## config.mk

```make
export PLATFORM = sky130hd
export DESIGN_NAME = sync_fifo_param
export DESIGN_NICKNAME = d
export VERILOG_FILES = /design/src/rtl/sync_fifo_pkg.sv /design/src/rtl/fifo_mem_2p.sv /design/src/rtl/sync_fifo_param.sv
export SDC_FILE = /design/constraint.sdc
export NUM_CORES = 1
export LEC_CHECK = 0
export BUFFER_PORTS_ARGS = -buffer_cell sky130_fd_sc_hd__buf_2
export CAP_MARGIN = 40
export CORE_ASPECT_RATIO = 0.6
export CORE_MARGIN = 10
export CORE_UTILIZATION = 30
export DETAILED_ROUTE_END_ITERATION = 10
export GPL_TIMING_DRIVEN = 0
export PLACE_DENSITY_LB_ADDON = 0.08
export SLEW_MARGIN = 20
export SYNTH_ARGS = -nofsm -noshare
export SYNTH_HDL_FRONTEND = slang
export SYNTH_HIERARCHICAL = 1
export SYNTH_SLANG_ARGS = --single-unit
```

## constraint.sdc

```tcl
create_clock -name clk -period 8.1 [get_ports clk]
set_clock_uncertainty 0.05 [all_clocks]
set_input_delay 0.81 -clock clk [delete_from_list [all_inputs] [get_ports clk]]
set_output_delay 0.81 -clock clk [all_outputs]
set_load 0.02 [all_outputs]
```

## src/rtl/sync_fifo_pkg.sv

```systemverilog
// Shared constants and pointer helpers for the synchronous FIFO.
// The optional sticky error flags are enabled by SYNC_FIFO_ERR_FLAGS_EN.
package sync_fifo_pkg;

  localparam int DATA_W_DEF    = 32;
  localparam int DEPTH_DEF     = 16;
  localparam int AEMPTY_TH_DEF = 2;

  // A pointer holds the address bits plus one wrap bit.
  function automatic int ptr_width(input int depth);
    return $clog2(depth) + 1;
  endfunction

  localparam int PTR_W_DEF = ptr_width(DEPTH_DEF);

  typedef logic [PTR_W_DEF-1:0] ptr_def_t;

endpackage : sync_fifo_pkg

```

## src/rtl/fifo_mem_2p.sv

```systemverilog
// Two-port storage array: synchronous write port, registered read port.
module fifo_mem_2p #(
  parameter int DATA_W = 32,
  parameter int DEPTH  = 16,
  parameter int AW     = $clog2(DEPTH)
) (
  input  logic              clk,
  input  logic              we_i,
  input  logic [AW-1:0]     waddr_i,
  input  logic [DATA_W-1:0] wdata_i,
  input  logic              re_i,
  input  logic [AW-1:0]     raddr_i,
  output logic [DATA_W-1:0] rdata_o
);

  logic [DATA_W-1:0] mem_q [DEPTH];
  logic [DATA_W-1:0] rdata_q;

  // NOTE: the array and its read register carry no reset so they map onto
  // plain RAM; the FIFO top masks the read data until a first read.
  // NOTE: sequential state uses non-blocking assignments so every register
  // samples pre-edge values regardless of process ordering.
  always_ff @(posedge clk) begin
    if (we_i) mem_q[waddr_i] <= wdata_i;
    if (re_i) rdata_q <= mem_q[raddr_i];
  end

  assign rdata_o = rdata_q;

endmodule : fifo_mem_2p

```

## src/rtl/sync_fifo_param.sv

```systemverilog
// Parameterised synchronous FIFO with occupancy flags and registered read data.
// Define SYNC_FIFO_ERR_FLAGS_EN to add sticky overflow/underflow outputs.
module sync_fifo_param
  import sync_fifo_pkg::*;
#(
  parameter int DATA_W    = DATA_W_DEF,
  parameter int DEPTH     = DEPTH_DEF,
  parameter int AFULL_TH  = DEPTH - 2,
  parameter int AEMPTY_TH = AEMPTY_TH_DEF
) (
  input  logic                     clk,
  input  logic                     rst,
  input  logic                     w_en,
  input  logic [DATA_W-1:0]        data_in,
  input  logic                     r_en,
  output logic [DATA_W-1:0]        data_out,
  output logic                     rd_valid,
  output logic                     full,
  output logic                     empty,
  output logic                     almost_full,
  output logic                     almost_empty,
  output logic [$clog2(DEPTH):0]   count
`ifdef SYNC_FIFO_ERR_FLAGS_EN
  ,
  output logic                     overflow,
  output logic                     underflow
`endif
);

  localparam int AW    = $clog2(DEPTH);
  localparam int PTR_W = ptr_width(DEPTH);

  typedef logic [PTR_W-1:0] ptr_t;

  localparam ptr_t AFULL_LVL  = PTR_W'(AFULL_TH);
  localparam ptr_t AEMPTY_LVL = PTR_W'(AEMPTY_TH);

  ptr_t wr_ptr_q, wr_ptr_d;
  ptr_t rd_ptr_q, rd_ptr_d;
  ptr_t count_q, count_d;
  logic rd_valid_q;
  logic rd_seen_q;
  logic wr_accept, rd_accept;
  logic [DATA_W-1:0] mem_rdata;

  assign empty        = (wr_ptr_q == rd_ptr_q);
  assign full         = (wr_ptr_q[AW-1:0] == rd_ptr_q[AW-1:0]) &&
                        (wr_ptr_q[AW] != rd_ptr_q[AW]);
  assign almost_full  = (count_q >= AFULL_LVL);
  assign almost_empty = (count_q <= AEMPTY_LVL);

  // NOTE: every always_comb output gets a default first so no latch is inferred.
  always_comb begin
    wr_accept = w_en && !full && !rst;
    rd_accept = r_en && !empty && !rst;
    wr_ptr_d  = wr_ptr_q;
    rd_ptr_d  = rd_ptr_q;
    count_d   = count_q;
    if (wr_accept) wr_ptr_d = wr_ptr_q + 1'b1;
    if (rd_accept) rd_ptr_d = rd_ptr_q + 1'b1;
    unique case ({wr_accept, rd_accept})
      2'b10:   count_d = count_q + 1'b1;
      2'b01:   count_d = count_q - 1'b1;
      default: count_d = count_q;
    endcase
  end

  always_ff @(posedge clk) begin
    if (rst) begin
      wr_ptr_q   <= '0;
      rd_ptr_q   <= '0;
      count_q    <= '0;
      rd_valid_q <= 1'b0;
      rd_seen_q  <= 1'b0;
    end else begin
      wr_ptr_q   <= wr_ptr_d;
      rd_ptr_q   <= rd_ptr_d;
      count_q    <= count_d;
      rd_valid_q <= rd_accept;
      if (rd_accept) rd_seen_q <= 1'b1;
    end
  end

  fifo_mem_2p #(
    .DATA_W (DATA_W),
    .DEPTH  (DEPTH),
    .AW     (AW)
  ) u_mem (
    .clk     (clk),
    .we_i    (wr_accept),
    .waddr_i (wr_ptr_q[AW-1:0]),
    .wdata_i (data_in),
    .re_i    (rd_accept),
    .raddr_i (rd_ptr_q[AW-1:0]),
    .rdata_o (mem_rdata)
  );

  // Until the first read after reset the uninitialised read register is hidden.
  assign data_out = rd_seen_q ? mem_rdata : '0;
  assign rd_valid = rd_valid_q;
  assign count    = count_q;

`ifdef SYNC_FIFO_ERR_FLAGS_EN
  logic overflow_q, underflow_q;

  always_ff @(posedge clk) begin
    if (rst) begin
      overflow_q  <= 1'b0;
      underflow_q <= 1'b0;
    end else begin
      if (w_en && full)  overflow_q  <= 1'b1;
      if (r_en && empty) underflow_q <= 1'b1;
    end
  end

  assign overflow  = overflow_q;
  assign underflow = underflow_q;
`endif

endmodule : sync_fifo_param

```

======== Word level (Yosys, flattened, before mapping) ========
Memories as Yosys holds them, arrays and structs flattened. A register that Yosys moved wholly into a read port is not among the register bits.
Index checks and enable logic that the tools add are counted.
word-level totals
  flip-flop bits (word level) ............. 17
  latch bits .............................. 0
  RAM bits ................................ 512
  ROM bits ................................ 0
  input bits .............................. 36
  output and inout port bits .............. 42
  logic and storage cells ................. 30
  memories ................................ 1
memories
  name         depth  width  read ports  clocked after Yosys merged registers in  write ports  line               RTL
  u_mem.mem_q  16     32     1           1                                        1            fifo_mem_2p.sv:16  logic [DATA_W-1:0] mem_q [DEPTH];
operators by class
  $add $sub $neg .......................... 4
  multiply operators ...................... 0
  div/mod/pow operators ................... 0
  $lt $le $gt $ge ......................... 2
  eq/ne operators ......................... 5
  shift operators ......................... 0
  multiplexer cells ....................... 4
  bitwise operators ....................... 0
  reductions and logical operators ........ 9
operators with widths
  cell                 count
  $mux 32              1
  $add 5x1->5 const B  3
  $pmux 5 s2           1
  $eq 5x5->1           1
  $ge 5x4->1 const B   1
  $le 5x2->1 const B   1
  $logic_and 1x1->1    5
  $sub 5x1->5 const B  1
  $eq 4x4->1           1
  $logic_not 1->1      3
  $eq 2x1->1 const B   1
  $eq 2x2->1 const B   1
  $mux 1               2
  $reduce_bool 2->1    1
  $ne 1x1->1           1

======== Longest topological paths before layout ========
  depth after elaboration ................. 7
  mapped depth ............................ 12
  depth with buffers taken out ............ 12

======== Modules after synthesis ========
The synthesis kept the hierarchy.
by module, submodules not included
  module           times used  cells an instance  area an instance (um^2)  seq. area each (um^2)
  fifo_mem_2p      1           838                20174.3                  16335.7
  sync_fifo_param  1           137                1193.6                   340.3

======== Worst setup path after synthesis ========
OpenSTA, ideal clock, no wires.
  kind .................................... input port to flip-flop
  start ................................... input port rst
  end ..................................... register count_q[4], in the netlist count[4]
  library setup time ...................... 121 ps
  arrival ................................. 4461 ps
  required time ........................... 7929 ps
  path slack .............................. 3467 ps
  cell stages on the path ................. 11
  buffers on the path ..................... 2
  path through ............................ clkbuf_1 buf_1 nor2_1 ha_1 inv_1 fa_1 nor2b_4 o21ai_2 nand3_1 or3b_1 mux2_4
between the ends
  longest elaborated chain between the ends .. 4
  elaborated cells on any way between the ends .. 7
  classes of those cells .................. eq/ne: 2; mux: 1; reduce/logical: 4
RTL lines
  item                                                    line                   RTL
  start, declared                                         sync_fifo_param.sv:12  input logic rst,
  $logic_not 1->1 (*)                                     sync_fifo_param.sv:55  rd_accept = r_en && !empty && !rst;
  $logic_and 1x1->1 (*)                                   sync_fifo_param.sv:55
  named net rd_accept                                     sync_fifo_param.sv:43  logic wr_accept, rd_accept;
  $eq 2x1->1 / $eq 2x2->1 (equally long branches)         sync_fifo_param.sv:61  unique case ({wr_accept, rd_accept})
  $pmux 5 s2 / $reduce_bool 2->1 (equally long branches)  --
  end signal, assigned                                    sync_fifo_param.sv:78  count_q <= count_d;
  end, declared                                           sync_fifo_param.sv:40  ptr_t count_q, count_d;
Mark *: on every way through the listed nets, which the timed path passes. The rest lies on a longest branch.
A chain may end at the register's enable or synchronous reset.

======== Final worst setup path ========
  start ................................... register wr_ptr_q[0]
  end ..................................... memory u_mem.mem_q[0][17] (enable)
between the ends
  longest elaborated chain between the ends .. 7
RTL lines
  item                             line                   RTL
  start, declared                  sync_fifo_param.sv:38  ptr_t wr_ptr_q, wr_ptr_d;
  start signal, assigned           sync_fifo_param.sv:76  wr_ptr_q <= wr_ptr_d;
  $eq 4x4->1                       sync_fifo_param.sv:47  assign full = (wr_ptr_q[AW-1:0] == rd_ptr_q[AW-1:0]) &&
  $logic_and 1x1->1                sync_fifo_param.sv:47
  $logic_not 1->1                  sync_fifo_param.sv:54  wr_accept = w_en && !full && !rst;
  $logic_and 1x1->1 (2 in series)  sync_fifo_param.sv:54
  named net wr_accept              sync_fifo_param.sv:43
  $mux 1                           fifo_mem_2p.sv:24      if (we_i) mem_q[waddr_i] <= wdata_i;
  $mux 1 (not written as such)     fifo_mem_2p.sv:24
  end, declared                    fifo_mem_2p.sv:16
The timed path passes the listed nets, and every way through them passes these cells.

==> implementation parameters <==
Parameter                              Value

Floorplan
  Core box area ... 70,200 µm²
  Ports placed on the boundary ... 78
  Overall die area ... 82,700 µm²
  Floorplan row count ... 75
  Initial core utilization ... 0.304
  Die H ... 227 µm
  Die X-Extent ... 365 µm

Final layout
  Number of inserted filler cells in the final layout ... 6,473
  Synth-to-layout area growth ... 20.6%
  Footprint of the multi-input gates ... 4540 µm²
  Net total in the final layout ... 1,217
  FF+latch area ... 16,700 µm²
  Ratio of cells with drive above 1 in the final layout ... 0.323
  Leading cell type in the layout, fill and taps excluded ... edfxtp_1
  Leading cell types in the layout, fill and taps excluded ... edfxtp_1, mux4_2, buf_2

Clock tree
  Cts repair resizes ... 0
  CTS tree ... done
  Level count of the clock H-tree ... 2
  Clock tree buffer depth ... 3
  Clock net sink count ... 561
  Number of buffers inserted by hold repair at cts ... 0
  Number of buffers inserted by post-CTS setup repair ... 0
  Buffer cell driving the clock tree root ... clkbuf_16
  Insertion delay of the later-clocked pin in the worst-skew pair ... 0.61 ns
  Clock transition at the registers of the reported paths ... 0.06 ns
  Clock buffers created by TritonCTS ... 55

Detailed routing
  Pre-antenna DRT Iters ... 4
  Via-per-instance ratio ... 4.83
  DRC errors left ... 0
  DRC marker count from the first detailed-route iteration ... 849
  Average wire per cell in the routed design ... 26.3 µm
  Count of antenna-violating nets left after detailed routing ... 0
  Detailed-route via count ... 10,346
  Final wirelength ... 56,300 µm

Synthesis
  Synthesized netlist cell count ... 975
  Post-synthesis cell type count ... 41
  Net count after synthesis ... 1,018
  Fraction of the yosys area taken by sequential cells ... 0.780
  Mean cell area of the mapped netlist ... 21.9 µm²
  Area of the mapped netlist ... 21,400 µm²
  Synth Register Bits ... 561
  Warnings from Yosys ... 6

Power
  Ratio of total power to cell area ... 256 nW/µm²
  Maximum vdd ir drop ... 0.148 mV
  LEAKAGE ... 8.17 nW

STA
  Setup-violating endpoint count in the final report ... 0
  Final Hold Fails ... 0
  Achievable Freq ... 259 MHz
  Unrepaired setup endpoints after global routing ... false
  Worst Tran Pin Value ... 0.830 ns
  Min Tclk post-route ... 3.87 ns
  Smallest hold slack ... 0.499 ns
  Crit share post-route ... 0.478
  Count of pins over their slew limit ... 0
  Setup slack after layout ... 4.23 ns
  Remaining max-slew budget at the tightest pin ... 0.446

GRT
  Wire length of the first global-routing pass ... 81,300 µm
  Met3 track utilization from global routing ... 0.0286
  Antenna violations before repair ... 1
  Maximum number of pins on one net before global-route repair ... 17
  Met1 usage ... 0.212
  Final global-route overflow total ... 0
  Met2 Use GR ... 0.195
  Overall global routing resource usage ... 0.137
  Highest-utilization routing layer at the global route stage ... met1
  Via count of the first global-routing pass ... 10,731

Min path
  Path class of the lowest-slack min-delay path ... in2reg

Outcome
  Outcome ... completed

Flow run
  Maxcap violations ... 0

Critical path
  R2R setup slack ... 4.23 ns
  WS Path Type ... reg2reg
  Max Fanout on Critical Path ... 11
  Required time worst endpoint ... 8.36 ns
  Critical path startpoint category ... flip-flop
  Endpoint arrival time on the critical path ... 4.13 ns
  Kind of end point of the critical path ... flip-flop

Placed design
  Gp weighted congestion ... 0.678
  Post-DP HPWL ... 38,700 µm
  Count of port buffers added during placement ... 77
  Worst setup slack after placement ... 3.86 ns
==> through the flow <==
| step | total power [mW] | TNS, ns | cell area, µm² | cells | utilization |
|---|---|---|---|---|---|
| finish | 6.59 | 0 | 25800 | 2141 | 0.367 |
| floorplan | 3.87 | 0 | 21400 | 975 | - |
| detailed placement | 4.18 | 0 | 24000 | 2039 | 0.342 |
| CTS | 6.71 | 0 | 25700 | 2138 | 0.367 |
| global route | 6.89 | 0 | 25800 | 2140 | 0.367 |
| global placement | 4.16 | -25.64 | 22900 | 1976 | 0.326 |
==> flip-flops by register name, summed over array words and instances, names as in the netlist <==
register	flops
count	5
rd_seen_q	1
u_mem/mem_q	512
wr_ptr_q	5
rd_ptr_q	5
u_mem/rdata_o	32
rd_valid	1
==> layer usage <==
layer / wire length [µm] / share of wire / up-vias
met1: 28900 / 0.51 / 5632
met5: 0 / 0 / -
li1: - / - / 4466
met2: 24000 / 0.43 / 191
met4: 741 / 0.013 / 0
met3: 2660 / 0.047 / 57
==> synthesized netlist by cell type, drive strengths merged <==
cell type  number  area [µm²]
fa              1        20.0
o21ai           6        48.8
a31o            1        8.76
nand3b          2        15.0
nor3            5        25.0
or2             1        6.26
and3            1        6.26
and4            3        26.3
a21oi           5        25.0
or3b            2        17.5
edfxtp        544       16300
nand4           1        21.3
nand3           2        10.0
clkbuf         21        78.8
ha              6        75.1
inv             6        22.5
mux4          128        2880
xnor2           6        75.1
nor2b           4        32.5
mux2            1        15.0
dfxtp          17         340
a21o            1        7.51
nand2b          2        12.5
and2b           1        8.76
and2           33         206
xor2           10        87.6
nand2          33         124
nor2           33         124
buf            28         168
a22oi          64         480
a2111oi         1        8.76
mux2i           3        30.0
o211ai          3        22.5
==> power by group <==
part	switching [mW]	internal, mW	leakage (nW)	total, mW
Clock	1.09	1.41	0.839	2.50
Combinational	0.450	0.380	2.29	0.830
Sequential	0.0241	3.24	5.04	3.26
Total	1.56	5.03	8.17	6.59
==> final timing paths <==
check	end	depth (start not counted)	from
max	u_mem/mem_q[0][17]	10	wr_ptr_q[0]
min reg2reg	rd_ptr_q[4]	2	rd_ptr_q[4]
max reg2reg	u_mem/mem_q[0][17]	10	wr_ptr_q[0]
min	rd_valid	3	r_en
==> cell families (layout without fill, tap and decap cells) <==
group | Yosys count | count (layout) | synth area share
flops | 561 | 561 | 0.780
mux | 132 | 132 | 0.137
simple gates | 123 | 123 | 0.0297
compound gates | 81 | 81 | 0.0282
buf+inv | 55 | 296 | 0.0126
xor+xnor | 16 | 16 | 0.00761
fa+ha+maj | 7 | 7 | 0.00445
other cells | 0 | 1 | 0
==> cell type report <==
cell class | instances | share of cell area
flip-flops and latches | 561 | 0.647
multi-input cells | 359 | 0.176
clock buffers | 70 | 0.0572
repair buffers | 142 | 0.0549
well taps | 924 | 0.0449
plain buffers | 49 | 0.00956
clock inverters | 29 | 0.00932
inverters | 6 | 0.000874
diodes | 1 | 0.0000971
==> critical path, cell delays in order (launching register included) <==
cell and delay [ns]:
dfxtp_1 0.67, xnor2_2 0.16, nand4_4 0.19, o21ai_2 0.11, or2_2 0.34, inv_1 0.12
or3b_2 0.57, nor3_2 0.61, buf_4 0.31, buf_4 0.23, buf_4 0.20
Note: power is estimated with default switching activity, not from simulation.
